`src/rtl/int_alu_arbiter.sv`:
```
`default_nettype none
// +----------------------------------------------------------------------------+
// | Module   : int_alu_arbiter                                                  |
// | Brief    : Round-robin front end sharing one combinational integer ALU      |
// |            between two valid/ready requesters, with a single tagged         |
// |            valid/ready response channel.                                    |
// | Revision : 1.0  initial release                                             |
// +----------------------------------------------------------------------------+
module int_alu_arbiter #(
  parameter int WIDTH   = 4,
  parameter int OPW     = 3,
  parameter int ALU_LAT = 1
) (
  input  logic             clk,
  input  logic             rst,
  input  logic             req0_valid,
  output logic             req0_ready,
  input  logic [OPW-1:0]   req0_op,
  input  logic [WIDTH-1:0] req0_x,
  input  logic [WIDTH-1:0] req0_y,
  input  logic             req1_valid,
  output logic             req1_ready,
  input  logic [OPW-1:0]   req1_op,
  input  logic [WIDTH-1:0] req1_x,
  input  logic [WIDTH-1:0] req1_y,
  output logic [OPW-1:0]   alu_op,
  output logic [WIDTH-1:0] alu_x,
  output logic [WIDTH-1:0] alu_y,
  input  logic [WIDTH-1:0] alu_o,
  output logic             rsp_valid,
  output logic             rsp_id,
  output logic [WIDTH-1:0] rsp_data,
  input  logic             rsp_ready,
  output logic             busy
);

  // Counter only has to hold ALU_LAT-1 down to 0, so it can never wrap.
  localparam int                c_cnt_w    = $clog2(ALU_LAT + 1);
  localparam logic [c_cnt_w-1:0] c_cnt_init = c_cnt_w'(ALU_LAT - 1);
  localparam logic [c_cnt_w-1:0] c_cnt_one  = c_cnt_w'(1);
  localparam logic [c_cnt_w-1:0] c_cnt_zero = '0;

  typedef enum logic [1:0] {
    S_IDLE = 2'd0,
    S_BUSY = 2'd1,
    S_RESP = 2'd2
  } state_t;

  state_t               r_state;
  state_t               w_state_nxt;
  logic                 r_rr_ptr;
  logic                 r_owner;
  logic [c_cnt_w-1:0]   r_cnt;
  logic                 w_idle;
  logic                 w_grant0;
  logic                 w_grant1;
  logic                 w_accept;
  logic                 w_rsp_done;

  // Grant is recomputed every cycle; the pointer only breaks ties.
  assign w_idle     = (r_state == S_IDLE) && !rst;
  assign w_grant0   = w_idle && req0_valid && (!req1_valid || !r_rr_ptr);
  assign w_grant1   = w_idle && req1_valid && (!req0_valid ||  r_rr_ptr);
  assign req0_ready = w_grant0;
  assign req1_ready = w_grant1;
  assign w_accept   = w_grant0 || w_grant1;
  assign w_rsp_done = rsp_valid && rsp_ready;
  assign busy       = (r_state != S_IDLE);

  // State register.
  always_ff @(posedge clk) begin
    if (rst) r_state <= S_IDLE;
    else     r_state <= w_state_nxt;
  end

  // Next-state logic for the IDLE -> BUSY -> RESP -> IDLE cycle.
  always_comb begin
    w_state_nxt = r_state;
    case (r_state)
      S_IDLE:  if (w_accept)            w_state_nxt = S_BUSY;
      S_BUSY:  if (r_cnt == c_cnt_zero) w_state_nxt = S_RESP;
      S_RESP:  if (w_rsp_done)          w_state_nxt = S_IDLE;
      default:                          w_state_nxt = S_IDLE;
    endcase
  end

  // Operand launch, latency count, result capture and round-robin update.
  always_ff @(posedge clk) begin
    if (rst) begin
      alu_op    <= '0;
      alu_x     <= '0;
      alu_y     <= '0;
      rsp_valid <= 1'b0;
      rsp_id    <= 1'b0;
      rsp_data  <= '0;
      r_owner   <= 1'b0;
      r_cnt     <= c_cnt_zero;
      r_rr_ptr  <= 1'b0;
    end else begin
      case (r_state)
        S_IDLE: begin
          if (w_accept) begin
            alu_op  <= w_grant1 ? req1_op : req0_op;
            alu_x   <= w_grant1 ? req1_x  : req0_x;
            alu_y   <= w_grant1 ? req1_y  : req0_y;
            r_owner <= w_grant1;
            r_cnt   <= c_cnt_init;
          end
        end
        S_BUSY: begin
          if (r_cnt == c_cnt_zero) begin
            rsp_data  <= alu_o;
            rsp_id    <= r_owner;
            rsp_valid <= 1'b1;
          end else begin
            r_cnt <= r_cnt - c_cnt_one;
          end
        end
        S_RESP: begin
          if (w_rsp_done) begin
            rsp_valid <= 1'b0;
            r_rr_ptr  <= ~r_owner;
          end
        end
        default: ;
      endcase
    end
  end

endmodule
`default_nettype wire

```
`config.mk`:
```
export PLATFORM = sky130hd
export DESIGN_NAME = int_alu_arbiter
export DESIGN_NICKNAME = d
export VERILOG_FILES = /design/src/rtl/int_alu_arbiter.sv
export SDC_FILE = /design/constraint.sdc
export NUM_CORES = 1
export LEC_CHECK = 0
export ABC_AREA = 1
export BUFFER_PORTS_ARGS = -buffer_cell sky130_fd_sc_hd__clkbuf_2
export CORE_UTILIZATION = 40
export DETAILED_ROUTE_END_ITERATION = 8
export PLACE_DENSITY = 0.79
export SLEW_MARGIN = 0
export SYNTH_ARGS = -nofsm -noshare
export SYNTH_HDL_FRONTEND = slang
export SYNTH_SLANG_ARGS = --single-unit
export TNS_END_PERCENT = 10
```
`constraint.sdc`:
```
create_clock -name clk -period 2.2 [get_ports clk]
set_input_delay 0.44 -clock clk [delete_from_list [all_inputs] [get_ports clk]]
set_output_delay 0.44 -clock clk [all_outputs]
set_load 0.005 [all_outputs]
```
==> run summary <==
### Clocking
* maximum root-to-sink buffer count: 2
* CTS H-tree lvls: 1
* CTS tree: done
* clock insertion delay at the later pin of the skew report: 310 ps
* clock root buffer: sky130_fd_sc_hd__clkbuf_4
* cts repair resizes: 0
* Clock Pin Slew Worst Setup and Hold Paths: 130 ps
* TritonCTS buffer count: 3
* number of sinks handled by clock tree synthesis: 21
* # hold bufs at CTS: 0
* setup fix buffers added after clock tree synthesis: 0

### Synth
* complex-gate fraction of the synthesized area: 0.06723
* flop and latch count out of synthesis: 21
* number of distinct library cells after synthesis: 19
* Syn Std Cell Area: 1042 µm²
* Ys Warns: 0
* synthesized instance count: 150
* syn nets: 181
* portion of synthesized cell area occupied by the leading cell type: 0.4034
* fraction of the mapped netlist area in simple logic gates: 0.4466
* multiplexer share of the synthesized area: 0
* combinational family with the most area after synthesis: simple AND/OR/NAND/NOR gates
* leading post-synthesis cells by cell area: sky130_fd_sc_hd__dfxtp_1 40%, sky130_fd_sc_hd__nand2_1 14%, sky130_fd_sc_hd__nor2_1 11%
* library cell with the largest summed area after synthesis: sky130_fd_sc_hd__dfxtp_1
* XOR/XNOR Fraction of Synth Area: 0
* part of the Yosys area used for sequential elements: 0.4034
* Mapped Avg Cell Area: 6.948 µm²
* adder-cell share of the synthesized area: 0

### Floorplan
* Die Footprint: 2814 µm²
* initial core utilization: 0.4207
* I/O pin count: 51
* Die X: 53.05 µm
* Die H: 53.05 µm
* number of core rows: 18
* Core Area: 2477 µm²

### Routing
* DRC violation count after routing: 0
* Routed Antenna Nets: 0
* routed length per placed instance: 10.38 µm
* length of the first detailed-routing pass in iterations: 4
* mean number of vias per cell: 4.755
* Iter 0 DRT Violations: 25
* detailed-route wire length: 2378 µm
* number of vias after detailed routing: 1089

### Place
* placed cell count: 225
* count of buffers from port buffering: 50
* DP Area: 1292 µm²
* GP Congestion: 0.7195
* half-perimeter wire length of the detailed placement result: 1740 µm

### Finish
* commonest cells after routing, fill and taps aside: 50 x sky130_fd_sc_hd__clkbuf_2, 38 x sky130_fd_sc_hd__nand2_1, 31 x sky130_fd_sc_hd__nor2_1, 21 x sky130_fd_sc_hd__dfxtp_1, 12 x sky130_fd_sc_hd__nand3_1
* area growth from synthesis to layout: 26.65%
* area of all placed cells without fillers: 1320 µm²
* diodes inserted: 0
* fraction of final layout cells sized beyond drive strength 1: 0.3266
* most frequent standard cell in the layout excluding fill and tap cells: sky130_fd_sc_hd__clkbuf_2
* Layout Nets: 231
* share of the core filled with cells in the final layout: 0.5328
* Final Instance Count excl. Fillers: 229

### Timing
* headroom to the max-slew limit: 0.7490
* Worst Tran Pin Value: 375.2 ps
* fin crit share: 0.7588
* final-report max-slew violation count: 0
* Final Hold Vio Count: 0
* setup total negative slack: 0 ps
* shortest clock period the worst path allows after layout: 1669 ps
* maximum clock skew at final layout: 10.01 ps
* count of final setup violators: 0
* unrepaired setup endpoints after global routing: no
* Max Clk Rate: 599.0 MHz

### Setup path
* number of buffers and inverters on the critical path: 2
* data arrival time of the worst path: 1230 ps
* Setup CP Type: reg2out
* peak per-stage delay on the critical path: 360 ps
* Critical Path, Cell by Cell: inv_1 -> nand3_2 -> nor2_2 -> clkbuf_2
* type of origin of the critical path: flop
* Largest delay share family, worst path: flip-flops
* critical path's slowest cell: sky130_fd_sc_hd__dfxtp_1
* critical path required time: 1760 ps
* maximum fanout along the worst path: 4
* kind of capture point of the worst setup path: output pin

### Pwr
* Sw Pwr: 0.2686 mW
* combinational fraction of design power: 0.266
* VDD IR-drop max: 0.4450 mV
* Switching Share: 0.3116
* Clock power frac: 0.221
* internal power consumption: 0.5935 mW
* P_leak: 0.7163 nW
* sequential power share: 0.513
* Pwr per Cell Area: 653.1 nW/µm²

### Global routing
* via count of the first global-routing pass: 982
* pin count of the biggest net entering global routing: 24
* wire length of the first global-routing pass: 4064 µm
* antenna violations before repair: 0
* aggregate global routing overflow: 0
* Tot GR Track Use: 0.1958

### Run status
* status: completed

### Run
* max-capacitance violation count: 0

### Min path
* classification of the worst-slack hold path: in2reg

==> through the flow <==
step	total power, mW	hold WS, ps	worst slack, ps
2_1_floorplan	0.5963	443.8	958.3
3_3_place_gp	0.6781	470.7	613.5
3_5_place_dp	0.6803	473.1	592.1
4_1_cts	0.8723	335.2	521.5
5_1_grt	0.9253	356.5	454.5
6_report	0.8622	337.8	530.5
==> power by group through the flow <==
stage / clock (mW) / combinational, mW / sequential, mW
2_1_floorplan: 0 / 0.144 / 0.452
6_report: 0.191 / 0.229 / 0.442
3_3_place_gp: 0 / 0.227 / 0.451
3_5_place_dp: 0 / 0.230 / 0.451
5_1_grt: 0.211 / 0.266 / 0.449
4_1_cts: 0.198 / 0.231 / 0.442
==> area by class of cell <==
| cell class | instances | area [µm²] |
|---|---|---|
| clock buffer | 3 | 22.52 |
| clock inverter | 1 | 5.005 |
| inverter | 9 | 33.78 |
| timing repair buffer | 52 | 265.3 |
| multi-input combinational | 113 | 535.5 |
| fill | 266 | 1157 |
| tap | 30 | 37.54 |
| sequential | 21 | 420.4 |
==> flip-flops by register name, summed over array words and instances (netlist names) <==
name	cells
alu_x	4
r_rr_ptr	1
alu_op	3
rsp_id	1
alu_y	4
r_state	2
r_owner	1
rsp_valid	1
rsp_data	4
==> synthesized netlist by cell type (all sizes together) <==
master,number
a21boi,1
nand3,13
inv,9
clkbuf,1
nor2,35
nand4,1
o21ai,7
nand2,40
a21oi,4
dfxtp,21
nand3b,11
buf,6
o31ai,1
==> logic make-up after synthesis <==
group,Yosys count
and+or+nand+nor,100
AOI/OAI and AO/OA,13
buffers and inverters,16
DFF,21
==> routing by layer <==
metal	vias to the layer above	part of all wire	wire (µm)	track usage
met4	0	0.0034	8	0.02632
met2	45	0.42	997	0.3312
li1	579	-	-	-
met1	463	0.50	1179	0.2526
met5	-	0	0	0
met3	2	0.081	193	0.05172
==> worst paths after layout <==
path	start	slack, ps	endpoint	cells past startpoint
worst min register to register	r_rr_ptr	500	r_rr_ptr	2
worst max-delay path	r_state[1]	530	req0_ready	4
worst min-delay path	alu_o[2]	340	rsp_data[2]	3
worst max register to register	r_state[1]	690	alu_op[2]	8
==> worst min-delay path: cells and delay by family <==
family / cells / cell delay (ps)
simple gates: 2 / 110
buf+inv: 1 / 80
Power figures use the tool's default switching activity.
